### src/rtl/la_pkg.sv
// -----------------------------------------------------------------------------
// la_pkg
// Shared definitions for the run-length-encoding logic-analyzer capture block:
// trace word width, the null (resync) word, the capture FSM state encoding and
// a helper deriving the run-count field width from the channel count.
// -----------------------------------------------------------------------------
package la_pkg;

    localparam int               PKT_W    = 32;
    localparam logic [PKT_W-1:0] NULL_PKT = 32'h0;

    // Encodings are visible on la_state, so keep them fixed.
    typedef enum logic [1:0] {
        IDLE    = 2'd0,
        ARMED   = 2'd1,
        CAPTURE = 2'd2,
        BLOCKED = 2'd3
    } la_state_e;

    // Run-count field fills whatever the channel field leaves of a trace word.
    function automatic int rc_width(input int ch_width);
        return PKT_W - ch_width;
    endfunction

endpackage

### src/rtl/la_sync_fifo.sv
// -----------------------------------------------------------------------------
// la_sync_fifo
// Single-clock first-word-fall-through FIFO with an occupancy output.
//   clk, rst_n  : clock, asynchronous active-low reset
//   clear_i     : synchronous flush (pointers and level to zero)
//   push_i      : write wdata_i; ignored while full (no bypass, even on pop)
//   wdata_i     : write data
//   pop_i       : consume the head word; ignored while empty
//   rdata_o     : head word, valid whenever valid_o is high
//   valid_o     : FIFO non-empty
//   full_o      : level == DEPTH
//   level_o     : number of stored words (0..DEPTH)
// DEPTH must be a power of two so the pointers wrap naturally.
// -----------------------------------------------------------------------------
module la_sync_fifo #(
    parameter int WIDTH = 32,
    parameter int DEPTH = 64
) (
    input  logic                   clk,
    input  logic                   rst_n,
    input  logic                   clear_i,
    input  logic                   push_i,
    input  logic [WIDTH-1:0]       wdata_i,
    input  logic                   pop_i,
    output logic [WIDTH-1:0]       rdata_o,
    output logic                   valid_o,
    output logic                   full_o,
    output logic [$clog2(DEPTH):0] level_o
);

    localparam int AW = $clog2(DEPTH);
    localparam int LW = AW + 1;

    logic [WIDTH-1:0] mem_q [DEPTH];
    logic [AW-1:0]    wr_ptr_q, rd_ptr_q;
    logic [LW-1:0]    level_q;
    logic             do_push, do_pop;

    assign full_o  = (level_q == LW'(DEPTH));
    assign valid_o = (level_q != '0);
    assign do_push = push_i & ~full_o;
    assign do_pop  = pop_i & valid_o;

    // NOTE: the storage array has no reset; only pointers and level do, and a
    // word is never read before it has been written, so resetting it would
    // just turn the RAM into thousands of resettable flops.
    always_ff @(posedge clk) begin
        if (do_push && !clear_i) begin
            mem_q[wr_ptr_q] <= wdata_i;
        end
    end

    // NOTE: every clocked process uses non-blocking assignments so all flops
    // sample the pre-edge values and simulation order cannot change results.
    always_ff @(posedge clk or negedge rst_n) begin
        if (!rst_n) begin
            wr_ptr_q <= '0;
            rd_ptr_q <= '0;
            level_q  <= '0;
        end else if (clear_i) begin
            wr_ptr_q <= '0;
            rd_ptr_q <= '0;
            level_q  <= '0;
        end else begin
            if (do_push) wr_ptr_q <= wr_ptr_q + AW'(1);
            if (do_pop)  rd_ptr_q <= rd_ptr_q + AW'(1);
            case ({do_push, do_pop})
                2'b10:   level_q <= level_q + LW'(1);
                2'b01:   level_q <= level_q - LW'(1);
                default: level_q <= level_q;
            endcase
        end
    end

    assign rdata_o = mem_q[rd_ptr_q];
    assign level_o = level_q;

endmodule

### src/rtl/la_rle_capture.sv
// -----------------------------------------------------------------------------
// la_rle_capture
// Run-length-encoding logic-analyzer capture. After a mask/value trigger the
// probed channels are compressed into 32-bit words {run_count, data}; a word is
// emitted whenever a masked channel changes or the run count saturates. Words
// are buffered in an FWFT FIFO and streamed out on an AXI-Stream master.
// On overflow the capture enters BLOCKED, discarding words until the FIFO has
// drained below cfg_l_thresh, then emits a NULL_PKT (rc = 0) to mark the gap.
//
// Ports:
//   axi_clk, axi_reset_n      clock, asynchronous active-low reset
//   cfg_enable                0 = synchronously clear FSM, FIFO, tx count
//   cfg_chan_mask             channels used for change detection and words
//   cfg_trig_mask/value       start trigger (mask 0 = immediate)
//   cfg_h_thresh/l_thresh     la_hpri_req set / clear (and BLOCKED resume) levels
//   cfg_pkt_len               beats per AXIS packet (0 treated as 1)
//   up_la_data                probed signals
//   m_tdata/tvalid/tready/tlast/tuser  AXI-Stream master
//   la_hpri_req               high-priority drain request
//   la_state                  current FSM state
//   drop_cnt                  saturating count of discarded words
//
// Build option: define LA_DROP_CNT_EN to implement drop_cnt; otherwise it is
// tied to zero and the counter is removed.
// -----------------------------------------------------------------------------
module la_rle_capture
    import la_pkg::*;
#(
    parameter int CH_WIDTH   = 24,
    parameter int FIFO_DEPTH = 64,
    parameter int LVL_WIDTH  = $clog2(FIFO_DEPTH) + 1
) (
    input  logic                 axi_clk,
    input  logic                 axi_reset_n,
    input  logic                 cfg_enable,
    input  logic [CH_WIDTH-1:0]  cfg_chan_mask,
    input  logic [CH_WIDTH-1:0]  cfg_trig_mask,
    input  logic [CH_WIDTH-1:0]  cfg_trig_value,
    input  logic [LVL_WIDTH-1:0] cfg_h_thresh,
    input  logic [LVL_WIDTH-1:0] cfg_l_thresh,
    input  logic [7:0]           cfg_pkt_len,
    input  logic [CH_WIDTH-1:0]  up_la_data,
    output logic [PKT_W-1:0]     m_tdata,
    output logic                 m_tvalid,
    input  logic                 m_tready,
    output logic                 m_tlast,
    output logic [1:0]           m_tuser,
    output logic                 la_hpri_req,
    output logic [1:0]           la_state,
    output logic [15:0]          drop_cnt
);

    localparam int                  RC_WIDTH = rc_width(CH_WIDTH);
    localparam logic [RC_WIDTH-1:0] RC_ONE   = RC_WIDTH'(1);

    la_state_e             state_q, state_d;
    logic [CH_WIDTH-1:0]   r_data_q, r_data_d;
    logic [RC_WIDTH-1:0]   rc_q, rc_d;
    logic [7:0]            tx_cnt_q, tx_cnt_d;
    logic                  hpri_q, hpri_d;

    logic                  push, drop;
    logic [PKT_W-1:0]      push_data;
    logic                  run_end, trig_hit;
    logic [PKT_W-1:0]      fifo_rdata;
    logic                  fifo_valid, fifo_full, fifo_pop;
    logic [LVL_WIDTH-1:0]  fifo_level;
    logic [7:0]            eff_len;
    logic                  tx_last;

    // A run ends on any masked channel change or when rc can count no further.
    assign run_end  = (|(cfg_chan_mask & (up_la_data ^ r_data_q))) | (&rc_q);
    assign trig_hit = (((up_la_data ^ cfg_trig_value) & cfg_trig_mask) == '0);

    // NOTE: every output of this block gets a default first, so no path can
    // leave a variable unassigned and infer a latch.
    always_comb begin
        state_d   = state_q;
        r_data_d  = r_data_q;
        rc_d      = rc_q;
        push      = 1'b0;
        drop      = 1'b0;
        push_data = {rc_q, r_data_q & cfg_chan_mask};

        if (!cfg_enable) begin
            state_d  = IDLE;
            r_data_d = '0;
            rc_d     = RC_ONE;
        end else begin
            case (state_q)
                IDLE: state_d = ARMED;
                ARMED: begin
                    if (trig_hit) begin
                        r_data_d = up_la_data;
                        rc_d     = RC_ONE;
                        state_d  = CAPTURE;
                    end
                end
                CAPTURE: begin
                    if (run_end) begin
                        r_data_d = up_la_data;
                        rc_d     = RC_ONE;
                        // Fullness is judged on the stored level only; a pop in
                        // the same cycle does not rescue the word.
                        if (fifo_full) begin
                            drop    = 1'b1;
                            state_d = BLOCKED;
                        end else begin
                            push = 1'b1;
                        end
                    end else begin
                        rc_d = rc_q + RC_ONE;
                    end
                end
                BLOCKED: begin
                    if (fifo_level < cfg_l_thresh) begin
                        push      = 1'b1;
                        push_data = NULL_PKT;
                        r_data_d  = up_la_data;
                        rc_d      = RC_ONE;
                        state_d   = CAPTURE;
                    end else if (run_end) begin
                        // Runs keep being tracked so the words lost are counted.
                        drop     = 1'b1;
                        r_data_d = up_la_data;
                        rc_d     = RC_ONE;
                    end else begin
                        rc_d = rc_q + RC_ONE;
                    end
                end
                default: state_d = IDLE;
            endcase
        end
    end

    // Drain request with hysteresis; clear takes precedence over set.
    always_comb begin
        hpri_d = hpri_q;
        if (!cfg_enable || (fifo_level < cfg_l_thresh)) begin
            hpri_d = 1'b0;
        end else if (fifo_level >= cfg_h_thresh) begin
            hpri_d = 1'b1;
        end
    end

    assign eff_len  = (cfg_pkt_len == 8'd0) ? 8'd1 : cfg_pkt_len;
    assign tx_last  = (tx_cnt_q == eff_len);
    assign fifo_pop = fifo_valid & m_tready;

    always_comb begin
        tx_cnt_d = tx_cnt_q;
        if (!cfg_enable) begin
            tx_cnt_d = 8'd1;
        end else if (fifo_pop) begin
            tx_cnt_d = tx_last ? 8'd1 : tx_cnt_q + 8'd1;
        end
    end

    always_ff @(posedge axi_clk or negedge axi_reset_n) begin
        if (!axi_reset_n) begin
            state_q  <= IDLE;
            r_data_q <= '0;
            rc_q     <= RC_ONE;
            tx_cnt_q <= 8'd1;
            hpri_q   <= 1'b0;
        end else begin
            state_q  <= state_d;
            r_data_q <= r_data_d;
            rc_q     <= rc_d;
            tx_cnt_q <= tx_cnt_d;
            hpri_q   <= hpri_d;
        end
    end

    la_sync_fifo #(
        .WIDTH (PKT_W),
        .DEPTH (FIFO_DEPTH)
    ) u_fifo (
        .clk     (axi_clk),
        .rst_n   (axi_reset_n),
        .clear_i (~cfg_enable),
        .push_i  (push),
        .wdata_i (push_data),
        .pop_i   (fifo_pop),
        .rdata_o (fifo_rdata),
        .valid_o (fifo_valid),
        .full_o  (fifo_full),
        .level_o (fifo_level)
    );

`ifdef LA_DROP_CNT_EN
    logic [15:0] drop_cnt_q;

    always_ff @(posedge axi_clk or negedge axi_reset_n) begin
        if (!axi_reset_n) begin
            drop_cnt_q <= 16'd0;
        end else if (drop && (drop_cnt_q != 16'hFFFF)) begin
            drop_cnt_q <= drop_cnt_q + 16'd1;
        end
    end

    assign drop_cnt = drop_cnt_q;
`else
    logic unused_drop;
    assign unused_drop = drop;
    assign drop_cnt    = 16'd0;
`endif

    // Data is forced to zero while empty so the bus idles at a known value.
    assign m_tdata     = fifo_valid ? fifo_rdata : '0;
    assign m_tvalid    = fifo_valid;
    assign m_tlast     = fifo_valid & tx_last;
    assign m_tuser     = 2'b00;
    assign la_hpri_req = hpri_q;
    assign la_state    = state_q;

endmodule
### config.mk
export PLATFORM = sky130hd
export DESIGN_NAME = la_rle_capture
export DESIGN_NICKNAME = d
export VERILOG_FILES = /design/src/rtl/la_pkg.sv /design/src/rtl/la_sync_fifo.sv /design/src/rtl/la_rle_capture.sv
export SDC_FILE = /design/constraint.sdc
export NUM_CORES = 2
export LEC_CHECK = 0
export BUFFER_PORTS_ARGS = -buffer_cell sky130_fd_sc_hd__buf_4
export CAP_MARGIN = 20
export CORE_ASPECT_RATIO = 1.4
export CORE_MARGIN = 4
export CORE_UTILIZATION = 60
export DETAILED_ROUTE_END_ITERATION = 6
export GPL_TIMING_DRIVEN = 0
export PLACE_DENSITY = 0.77
export SLEW_MARGIN = 20
export SYNTH_ARGS = -nofsm -noshare
export SYNTH_HDL_FRONTEND = slang
export SYNTH_HIERARCHICAL = 1
export SYNTH_SLANG_ARGS = --single-unit
### constraint.sdc
create_clock -name axi_clk -period 9.3 [get_ports axi_clk]
set_clock_uncertainty 0.2 [all_clocks]
set_input_delay 1.395 -clock axi_clk [delete_from_list [all_inputs] [get_ports axi_clk]]
set_output_delay 1.395 -clock axi_clk [all_outputs]
set_load 0.05 [all_outputs]
==> flow_summary_export.csv <==
group,metric,value,unit
power,max-vdd-ir-drop,0.186,mV
routing,post-route-drc-count,17,
synthesis,syn_avg_cell_area,21.5,sq um
synthesis,synth_flop_cell,"edfxtp_1",
power,leakagePower,0.0278,uW
die,die_y,447,um
clocking,cts_tree,"done",
critical_path,slowest_stage,"a211oi_1",
die,rows,160,
global_routing,grt_overflow,0,
power,p_int,14700,uW
run_status,status,"complete, but fails checks",
synthesis,ys_async_sr_fraction,2.94,%
sta,post-route-min-period,7160,ps
critical_path,crit_arrival,5570,ps
sta,rsz0062_at_grt,"false",
clocking,clk_latency,830,ps
global_routing,grtUsageTotal,34.7,%
synthesis,synth-simple-area-share,2.48,%
global_routing,grt_pass1_vias,45650,
synthesis,syn_area,82700,sq um
power,comb_power_share,0.7,%
synthesis,synthAdderAreaFrac,0.357,%
critical_path,crit_buf_inv,4,
clocking,ctsHoldBuffers,0,
critical_path,crit_fanout,10,
final_layout,area_delta_synth_final,15.6,%
critical_path,critPathRequiredTime,7710,ps
power,p_switching,3470,uW
routing,ant_nets,0,
sta,final_max_slew_viol_count,0,
die,io_pins,177,
synthesis,synth_edf_count,2048,
global_routing,grt_pass1_wl,345,mm
routing,viasPerCell,7.25,
sta,finalHoldWorstSlack,314,ps
global_routing,antenna_found_initial,25,
hold_path,holdCritPathClass,"register to register",
clocking,postCtsSetupBuffers,0,
die,dieArea,144000,sq um
sta,finalSetupViolCount,0,
sta,worstMarginPinSlew,1290,ps
routing,routed_wl,244,mm
sta,hold_viol,0,
placement,dp_hpwl,155,mm
die,die_w,322,um
synthesis,synth.distinct_cells,66,
power,power_density,190,nW/um^2
synthesis,ys_seq_elements,2110,
sta,min_period_over_period,77.0,%
global_routing,grt_max_degree,65,
critical_path,start_kind,"register",
routing,drtIter0Drc,7769,
sta,max_clock_freq,0.140,GHz
die,start_util,60.6,%
synthesis,seq_area_frac_synth,76.3,%
placement,portBuffers,157,
die,coreArea,136000,sq um
power,p_clk_share,42.7,%
power,p_total,18100,uW
clocking,ctsHtreeMaxLevel,4,
clocking,ctsResizeCount,0,
placement,post-place-cells,5928,
clocking,numClockSinks,2110,
clocking,clockBufferDepth,3,
synthesis,synthCells,3850,
clocking,clock-root-buffer,"clkbuf_16",
run_status,violations,"design-rule violations",
critical_path,critPathTopFamily,"simple AND/OR/NAND/NOR gates",
synthesis,yosysWarnings,6,
synthesis,yosysTopAreaCell,"edfxtp_1",
synthesis,synth-compound-area-share,2.87,%
final_layout,layout.cells.non_filler,6283,
clocking,cts_made_buffers,180,
routing,vias,45526,
routing,wl_per_cell,38.9,um
power,seq_power_share,56.6,%
synthesis,synth_top_family_by_area,"multiplexers",
placement,globalplace.congestion,0.940,
clocking,cts.clk_slew.worst_paths,70,ps
final_layout,drive_above_1_share,29.7,%
critical_path,crit_type,"register to primary output",
routing,firstDrtPassIters,7,
run,maxCapViolations,0,
power,switching_share,19.1,%
final_layout,final_nets,4475,
critical_path,slowest_delay,1060,ps
critical_path,setup.worst_path.end_class,"primary output",
sta,max-slew-margin-rel,13.5,%
synthesis,yosys-top-cells-area,"edfxtp_1 74%, mux4_2 15%, dfrtp_1 1.8%",
synthesis,synth.area.mux_share,15.7,%
synthesis,synth_xor_area_share,0.774,%
sta,setup-tns-final,0,ps
critical_path,path_cells,"buf_2 -> buf_2 -> clkbuf_1 -> nand2_1 -> o22ai_1 -> a211oi_1 -> nand3_1 -> nand2_1 -> and2_1 -> buf_4",
synthesis,synth_top_area_share,74.4,%
==> area by class of cell <==
cell class              count  area, sq um
flip-flops and latches   2110        63100
fillers                  7455        40800
multi-input cells        1504        19100
clock buffers             219         4790
repair buffers            281         3770
well taps                1782         2230
clock inverters           115         1240
plain buffers             233         1160
inverters                  20         75.1
diodes                     19         47.5
==> per-layer routing <==
metal / global-route usage, % / up-vias / routed length (um)
met5: 0 / - / 48
met1: 40.6 / 23077 / 71600
met2: 55.9 / 4237 / 119000
li1: - / 17106 / -
met3: 10.2 / 1100 / 31400
met4: 24.1 / 6 / 22200
==> sequential cells by signal, indices dropped and copies added (netlist names), 2 cells and up <==
name / flops
u_fifo/mem_q: 2048
r_data_q: 24
rc_q: 8
tx_cnt_q: 8
u_fifo/level_o: 7
u_fifo/rd_ptr_q: 6
u_fifo/wr_ptr_q: 6
la_state: 2
==> layout by cell type, fill, tap and decap left out, types with 18 or more instances in the layout <==
cell type and n:
a21oi_1 52, bufinv_16 24, clkbuf_16 184, a22oi_1 77, nor2_4 63, edfxtp_1 2048, a211oi_2 18, buf_16 56
nand2_1 100, and2_1 40, ha_1 22, buf_4 215, clkinv_1 33, diode_2 19, mux4_2 543, o22ai_1 58
inv_1 19, a211oi_1 47, xor2_1 60, buf_12 44, and3_4 23, nand3_1 67, buf_2 59, mux2i_1 78
clkbuf_1 136, clkinv_2 35, conb_1 18, o21ai_0 64, dfrtp_1 60, nor2_1 32, buf_1 23
==> cell usage after synthesis, drive strengths merged (2+ instances only) <==
master,count
a211oi,66
a21o,7
a21oi,52
a221oi,3
a22o,4
a22oi,77
a311oi,2
and2,50
and3,34
buf,125
clkbuf,108
dfrtp,60
dfstp,2
edfxtp,2048
ha,22
inv,19
mux2i,78
mux4,543
nand2,100
nand2b,6
nand3,67
nand3b,10
nand4,9
nor2,95
nor2b,8
nor3,9
nor4,4
nor4b,2
o211ai,3
o21ai,66
o221ai,2
o22ai,58
o31ai,5
o41a,2
or2,2
or3,7
or3b,2
or4,6
xnor2,13
xor2,60
==> logic make-up after synthesis <==
| group | Yosys count |
|---|---|
| compound gates | 356 |
| xor+xnor | 73 |
| fa+ha+maj | 23 |
| buf+inv | 253 |
| flops | 2110 |
| mux | 621 |
| other cells | 1 |
| simple gates | 413 |
==> per-stage QoR <==
step           cell area, sq um  setup slack, ps  utilization (%)
4_1_cts                   95400             2450             70.0
5_1_grt                   95500             2330             70.0
3_5_place_dp              89400             2830             65.6
6_report                  95500             2140             70.1
3_3_place_gp              86100            -1510             63.2
2_1_floorplan             82700             2300                -
==> power groups by stage <==
| stage | Sequential [uW] | Combinational [uW] | Clock, uW |
|---|---|---|---|
| after detailed placement | 10500 | 130 | 0 |
| after floorplan | 10500 | 55.9 | 0 |
| after global placement | 10500 | 127 | 0 |
| final | 10300 | 131 | 7740 |
| after global routing | 10300 | 139 | 8220 |
| after CTS | 10300 | 131 | 7780 |
==> path summary, 6_finish.rpt <==
kind | startpoint | end | slack (ps) | depth (start not counted)
worst max-delay path | u_fifo/rd_ptr_q[1]$_DFFE_PN0P_ | m_tdata[2] | 2140 | 10
worst min-delay path | tx_cnt_q[0]$_DFFE_PN1P_ | tx_cnt_q[0]$_DFFE_PN1P_ | 310 | 1
worst max register to register | rc_q[0]$_DFFE_PN1P_ | u_fifo/mem_q[48][11]$_DFFE_PP_ | 3580 | 14
worst min register to register | tx_cnt_q[0]$_DFFE_PN1P_ | tx_cnt_q[0]$_DFFE_PN1P_ | 310 | 1
max in group asynchronous | axi_reset_n | u_fifo/level_o[0]$_DFFE_PN0P_ | 7800 | 1
min in group asynchronous | axi_reset_n | tx_cnt_q[7]$_DFFE_PN0P_ | 470 | 1
No activity file was read; power rests on OpenSTA's default activity.
